===== config.mk =====
export PLATFORM = sky130hd
export DESIGN_NAME = inst_queue
export DESIGN_NICKNAME = d
export VERILOG_FILES = /design/src/rtl/inst_queue.sv
export SDC_FILE = /design/constraint.sdc
export NUM_CORES = 1
export LEC_CHECK = 0
export CORE_MARGIN = 2
export CORE_UTILIZATION = 58
export DETAILED_ROUTE_END_ITERATION = 7
export PLACE_DENSITY = 0.82
export SYNTH_ARGS = -nofsm -noshare
export SYNTH_HDL_FRONTEND = slang
export SYNTH_SLANG_ARGS = --single-unit

===== constraint.sdc =====
create_clock -name clk -period 5.6 [get_ports clk]
set_input_delay 0.84 -clock clk [delete_from_list [all_inputs] [get_ports clk]]
set_output_delay 0.84 -clock clk [all_outputs]
set_load 0.02 [all_outputs]

===== src/rtl/inst_queue.sv =====
// ---------------------------------------------------------------------------
// inst_queue
//
// Purpose
//   Instruction queue that decouples the fetch stage from decode/issue.
//   It is a circular buffer of DEPTH entries. Each entry holds
//   {instruction bits, instruction address, predicted-taken bit}.
//   The head entry is presented combinationally (first-word fall-through),
//   so a word pushed in cycle N can be issued in cycle N+1.
//
// Handshake (both sides)
//   A transfer happens at a rising clock edge exactly when valid && ready
//   are both high at that edge. A producer that raises valid keeps the
//   payload stable until the transfer. ready never depends combinationally
//   on the other side's valid/ready:
//     fetch_ready = (count != DEPTH)  -- registered state only, so a full
//                                        queue never passes a word through
//     issue_valid = (count != 0)      -- registered state only
//
// Ports
//   clk              in   1           single clock, rising edge
//   reset            in   1           synchronous, active-high
//   fetch_valid      in   1           fetch offers a word
//   fetch_ready      out  1           queue can accept a word this cycle
//   fetch_inst       in   INST_WIDTH  fetched instruction bits
//   fetch_pc         in   PC_WIDTH    address of fetch_inst
//   fetch_pred_taken in   1           fetch predicted the branch taken
//   issue_valid      out  1           head entry is valid
//   issue_ready      in   1           decode/issue consumes the head
//   issue_inst       out  INST_WIDTH  head instruction bits
//   issue_pc         out  PC_WIDTH    head instruction address
//   issue_pred_taken out  1           head prediction bit
//   flush            in   1           discard every entry (redirect)
//   count            out  CNT_W       current occupancy, 0..DEPTH
// ---------------------------------------------------------------------------
module inst_queue #(
    parameter int INST_WIDTH = 32,
    parameter int PC_WIDTH   = 14,
    parameter int DEPTH      = 4
) (
    input  logic                       clk,
    input  logic                       reset,
    input  logic                       fetch_valid,
    output logic                       fetch_ready,
    input  logic [INST_WIDTH-1:0]      fetch_inst,
    input  logic [PC_WIDTH-1:0]        fetch_pc,
    input  logic                       fetch_pred_taken,
    output logic                       issue_valid,
    input  logic                       issue_ready,
    output logic [INST_WIDTH-1:0]      issue_inst,
    output logic [PC_WIDTH-1:0]        issue_pc,
    output logic                       issue_pred_taken,
    input  logic                       flush,
    output logic [$clog2(DEPTH):0]     count
);

    localparam int PTR_W = $clog2(DEPTH);
    localparam int CNT_W = PTR_W + 1;

    // Occupancy value meaning "every entry is in use".
    localparam logic [CNT_W-1:0] FULL_COUNT = CNT_W'(DEPTH);

    // -----------------------------------------------------------------------
    // Storage. Deliberately left out of reset: the pointers and the
    // occupancy counter alone decide which entries are meaningful.
    // -----------------------------------------------------------------------
    logic [INST_WIDTH-1:0] r_inst_mem [DEPTH];
    logic [PC_WIDTH-1:0]   r_pc_mem   [DEPTH];
    logic                  r_pred_mem [DEPTH];

    // Pointers are exactly PTR_W bits wide; because DEPTH is a power of
    // two the natural binary roll-over implements the modulo-DEPTH wrap.
    logic [PTR_W-1:0] r_head;
    logic [PTR_W-1:0] r_tail;

    // Occupancy is kept in its own register so that head == tail can be
    // told apart as either empty (count 0) or full (count DEPTH).
    logic [CNT_W-1:0] r_count;

    logic w_full;
    logic w_empty;
    logic w_push;
    logic w_pop;

    // -----------------------------------------------------------------------
    // Handshake qualification
    // -----------------------------------------------------------------------
    assign w_full  = (r_count == FULL_COUNT);
    assign w_empty = (r_count == '0);

    // Both ready/valid come from registered state only. During a flush or
    // reset cycle they therefore still show the pre-edge occupancy; the
    // discard happens at the edge.
    assign fetch_ready = !w_full;
    assign issue_valid = !w_empty;

    // A push while full is refused even if the head is popped in the same
    // cycle (no pass-through); a pop while empty cannot happen because
    // issue_valid is low, so issue_ready is ignored then.
    assign w_push = fetch_valid && fetch_ready;
    assign w_pop  = issue_valid && issue_ready;

    // -----------------------------------------------------------------------
    // Pointer and occupancy update. Reset beats flush, flush beats any
    // concurrent push or pop.
    // -----------------------------------------------------------------------
    always_ff @(posedge clk) begin
        if (reset) begin
            r_head  <= '0;
            r_tail  <= '0;
            r_count <= '0;
        end else if (flush) begin
            r_head  <= '0;
            r_tail  <= '0;
            r_count <= '0;
        end else begin
            if (w_push) begin
                r_tail <= r_tail + PTR_W'(1);
            end
            if (w_pop) begin
                r_head <= r_head + PTR_W'(1);
            end
            // Simultaneous push and pop leaves occupancy unchanged.
            unique case ({w_push, w_pop})
                2'b10:   r_count <= r_count + CNT_W'(1);
                2'b01:   r_count <= r_count - CNT_W'(1);
                default: r_count <= r_count;
            endcase
        end
    end

    // -----------------------------------------------------------------------
    // Entry write. A word offered in a flush or reset cycle is dropped; it
    // would be unreachable anyway once the pointers return to zero, but not
    // writing it keeps the storage contents easier to reason about.
    // -----------------------------------------------------------------------
    always_ff @(posedge clk) begin
        if (w_push && !reset && !flush) begin
            r_inst_mem[r_tail] <= fetch_inst;
            r_pc_mem[r_tail]   <= fetch_pc;
            r_pred_mem[r_tail] <= fetch_pred_taken;
        end
    end

    // -----------------------------------------------------------------------
    // First-word fall-through read of the head entry. The values are only
    // meaningful while issue_valid is high; they do not change while the
    // head is stalled because r_head and the head entry are not written
    // then (a push always targets the tail, which differs from the head
    // whenever the queue is non-empty and not full).
    // -----------------------------------------------------------------------
    assign issue_inst       = r_inst_mem[r_head];
    assign issue_pc         = r_pc_mem[r_head];
    assign issue_pred_taken = r_pred_mem[r_head];

    assign count = r_count;

endmodule


Word-level counts from Yosys, hierarchy flattened
Memory sizes are Yosys's and may differ from the RTL's. A register that Yosys moved wholly into a read port is not among the register bits.
Index checks and enable logic that the tools add are counted.
{"block": "totals", "reg_bits": 7, "ramBits": 188, "out_inout_bits": 52, "elab_cells": 33, "n_memories": 3}
{"block": "classes", "addsub": 4, "eq_ne": 3, "mux": 9, "n_reduce_logical": 11}
{"memory": "r_inst_mem", "depth": 4, "word_bits": 32, "read_ports": 1, "rd_ports_with_merged_regs": 1, "write_ports": 1, "line_no": "67", "source": "logic [INST_WIDTH-1:0] r_inst_mem [DEPTH];"}
{"memory": "r_pc_mem", "depth": 4, "word_bits": 14, "read_ports": 1, "rd_ports_with_merged_regs": 1, "write_ports": 1, "line_no": "68", "source": "logic [PC_WIDTH-1:0] r_pc_mem [DEPTH];"}
{"memory": "r_pred_mem", "depth": 4, "word_bits": 1, "read_ports": 1, "rd_ports_with_merged_regs": 1, "write_ports": 1, "line_no": "69", "source": "logic r_pred_mem [DEPTH];"}
{"cell": "$mux W2", "count": 6}
{"cell": "$pmux W3 S2", "count": 1}
{"cell": "$add A2 B1 Y2 const B", "count": 2}
{"cell": "$logic_and A1 B1 Y1", "count": 4}
{"cell": "$logic_not A1 Y1", "count": 4}
{"cell": "$add A3 B1 Y3 const B", "count": 1}
{"cell": "$eq A3 B3 Y1 const B", "count": 1}
{"cell": "$logic_not A3 Y1", "count": 1}
{"cell": "$sub A3 B1 Y3 const B", "count": 1}
{"cell": "$eq A2 B1 Y1 const B", "count": 1}
{"cell": "$eq A2 B2 Y1 const B", "count": 1}
{"cell": "$mux W1", "count": 2}
{"cell": "$reduce_bool A2 Y1", "count": 1}
{"cell": "$reduce_or A2 Y1", "count": 1}

Logic depth before layout (Yosys ltp)
{"block": "depth", "depth_word": 7, "mapped_depth": 10}

Least setup slack after synthesis
Ideal clock, no wire load.
{"block": "synth_timing", "path_type": "in2reg", "start": "input reset", "end": "memory r_inst_mem[0][0] (enable)", "setup_ns": 0.410, "arrival_time_ns": 2.295, "required_ns": 5.190, "setup_slack_ns": 2.896, "stages": 2, "n_path_buf": 0, "cell_sequence": "nor2_1 and3_1"}
{"block": "synth_between", "elab_chain_len": 5}
{"element": "start: declaration", "line_no": "42", "source": "input logic reset,"}
{"element": "$logic_not A1 Y1", "line_no": "138", "source": "if (w_push && !reset && !flush) begin"}
{"element": "$logic_and A1 B1 Y1 (2 in a row)", "line_no": "138"}
{"element": "$mux W1", "line_no": "138"}
{"element": "$mux W1 (implied by the code)", "line_no": "139", "source": "r_inst_mem[r_tail] <= fetch_inst;"}
{"element": "end: declaration", "line_no": "67"}
No other way between the ends.

==> results.py <==
metrics = {
    "run_status": {
        "status": "complete, no violations",
    },
    "global_route": {
        "grt_pass1_vias": 3391,
        "grt_overflow_total": 0,
        "grt_max_degree": 48,
        "antenna_found_initial": 0,
        "grtUsageTotal_pct": 20.3,
        "grt_pass1_wl_um": 19300,
    },
    "power": {
        "report.power.total_mw": 2.96,
        "ir_drop_uv": 179,
        "p_per_area_nw_per_um2": 327,
        "leakage_nw": 2.85,
    },
    "timing": {
        "fmaxAchievable_mhz": 289,
        "hold_violations": 0,
        "finalSetupViolCount": 0,
        "slew_viol_final": 0,
        "finClkSkew_ps": 8.08,
        "grt_setup_unrepaired": "no",
        "setup-tns-final_ps": 0,
        "period_needed_ps": 3460,
        "final.period_utilization_pct": 61.8,
        "relSlewSlack_pct": 37.9,
        "tightest_slew_ps": 932,
    },
    "detailed_routing": {
        "vias_per_cell": 5.62,
        "wl_per_cell_um": 21.3,
        "route.detailed.drc": 0,
        "vias": 3330,
        "ant_nets": 0,
        "drt-pass1-iter-count": 4,
        "routed_wl_um": 12600,
        "drt_iter0_drc": 284,
    },
    "clock_tree": {
        "ctsRootBufferMaster": "clkbuf_16",
        "cts_buffers": 17,
        "cts.path.max_buffers": 2,
        "cts_tree": "built",
        "clkTransAtPathRegs_ps": 60,
        "cts_setup_buffers": 0,
        "cts_sinks": 197,
        "htreeDepth": 4,
        "cts_resized": 0,
        "cts_hold_buf": 0,
        "clock_latency_ps": 420,
    },
    "synthesis": {
        "ys_async_sr_fraction_pct": 0,
        "synth_seq_area_share_pct": 80.3,
        "synth.top_cell.area_share_pct": 77.8,
        "yosys_warnings": 0,
        "synthesis.nets": 356,
        "ys_seq_elements": 197,
        "synth-edff-count": 188,
        "syn_avg_cell_area_sq_um": 24.4,
        "syn_inst": 298,
        "ys_types": 28,
        "synthFlopType": "edfxtp_1",
        "synth_largest_area_cell": "edfxtp_1",
        "synth_area_sq_um": 7260,
        "synth_area_leaders": "edfxtp_1 78%, mux4_2 15%, dfxtp_1 2.5%",
    },
    "finish": {
        "final_cell_mix": "188 x edfxtp_1, 103 x clkdlybuf4s50_1, 47 x mux4_2, 17 x clkbuf_16",
        "syn_to_final_growth_pct": 24.6,
        "layout_commonest_cell": "edfxtp_1",
        "post-route-util_pct": 74.7,
        "n_antenna_cell": 0,
        "fill_cells": 704,
        "drive_above_1_share_pct": 21.9,
        "multi_input_area_sq_um": 1340,
        "finalNetCount": 471,
        "regArea_sq_um": 5830,
    },
    "floorplan": {
        "dieHeight_um": 116,
        "start_util_pct": 59.9,
        "die-width_um": 116,
        "placementRows": 40,
        "core_sq_um": 12100,
        "io_pins": 104,
        "die-area_sq_um": 13400,
    },
    "worst_setup_path": {
        "timing.rr.end": "count[2]",
        "crit_cells": 2,
        "crit_chain": "mux4_2 -> clkdlybuf4s50_1",
        "setup.worst_path.class": "reg -> out",
        "cpPeakStageDelay_ps": 970,
        "cp_top_family": "flip-flops",
        "worstRegToRegCells": 9,
        "r2r_start": "count[2]",
        "worstPathArrival_ps": 2620,
        "worstPathRequired_ps": 4760,
        "path_buf_inv": 1,
        "slowest_stage": "dfxtp_4",
        "crit_fanout": 47,
        "crit_end": "issue_pc[10]",
        "endpoint_kind": "output pin",
        "crit_path_start_kind": "flop",
        "r2r_slack_ps": 3070,
    },
    "run": {
        "cap_violations": 0,
    },
    "worst_hold_path": {
        "hp-class": "reg -> reg",
    },
    "place": {
        "port_buffers": 103,
        "gp_congestion": 0.711,
        "dp_hpwl_um": 7320,
    },
}
-- synth_stat cells, types with 3 or more instances --
library cell,number
mux4_2,47
buf_4,3
buf_2,3
nor2_1,7
dfxtp_1,9
ha_1,5
inv_1,6
buf_1,3
edfxtp_1,188
xor2_1,3
-- flip-flops by register name, indices dropped and copies added (netlist names), named ones only --
signal,count
r_inst_mem,128
r_tail,2
count,3
r_pred_mem,4
r_head,2
r_pc_mem,56
-- routing by layer --
| metal | vias to the layer above | global-route usage [%] | wire [um] |
|---|---|---|---|
| li1 | 1479 | - | - |
| met1 | 1741 | 27.8 | 5380 |
| met2 | 102 | 32.1 | 6490 |
| met3 | 8 | 6.12 | 660 |
| met4 | 0 | 6.90 | 93 |
| met5 | - | 0 | 0 |
-- kinds of logic after synthesis --
logic type               Yosys count  synth area share [%]
buffers and inverters             18                  1.24
AO/OA/AOI/OAI                      6                 0.638
multiplexers                      48                  14.7
AND/OR/NAND/NOR                   19                  1.50
flip-flops                       197                  80.3
adder cells (fa/ha/maj)            6                  1.14
XOR/XNOR                           4                 0.483
-- worst reg2reg max path, cell delays in order (launching register included) --
cell     delay [ps]
dfxtp_1         450
or3b_4          420
and2_4          200
inv_1            70
ha_1            180
inv_1            60
fa_1            370
xor2_1          160
or3_2           410
a21oi_1         150
-- metrics by stage --
step / setup WS [ps] / instance area [sq um] / hold slack [ps] / std cells
3_3_place_gp: 2510 / 8480 / 488 / 562
5_1_grt: 1920 / 9040 / 569 / 593
3_5_place_dp: 2490 / 8480 / 511 / 562
2_1_floorplan: 2900 / 7260 / 469 / 298
6_report: 2140 / 9040 / 520 / 593
4_1_cts: 2030 / 9040 / 520 / 593
-- power breakdown --
part           leakage (nW)  total [mW]  internal [mW]  switching (mW)
clock                 0.284        1.17          0.690           0.481
sequential             1.77        1.64           1.63          0.0108
combinational         0.797       0.147         0.0809          0.0659
-- area by class of cell --
type,count,share of cell area (%)
Multi-Input combinational cell,83,14.9
Tap cell,168,2.32
Clock inverter,13,1.55
Sequential cell,197,64.5
Inverter,6,0.249
Clock buffer,18,4.74
Timing Repair Buffer,108,11.8
-- worst min path at each step --
stage	start	endpoint	depth (start not counted)
6_report	r_tail[0]	r_tail[0]	2
4_1_cts	r_tail[0]	r_tail[0]	2
5_1_grt	r_tail[0]	r_tail[0]	2
3_5_place_dp	r_tail[0]	r_tail[0]	2
3_3_place_gp	r_tail[0]	r_tail[0]	2
2_1_floorplan	r_tail[0]	r_tail[0]	2
No activity file was read; power rests on OpenSTA's default activity.
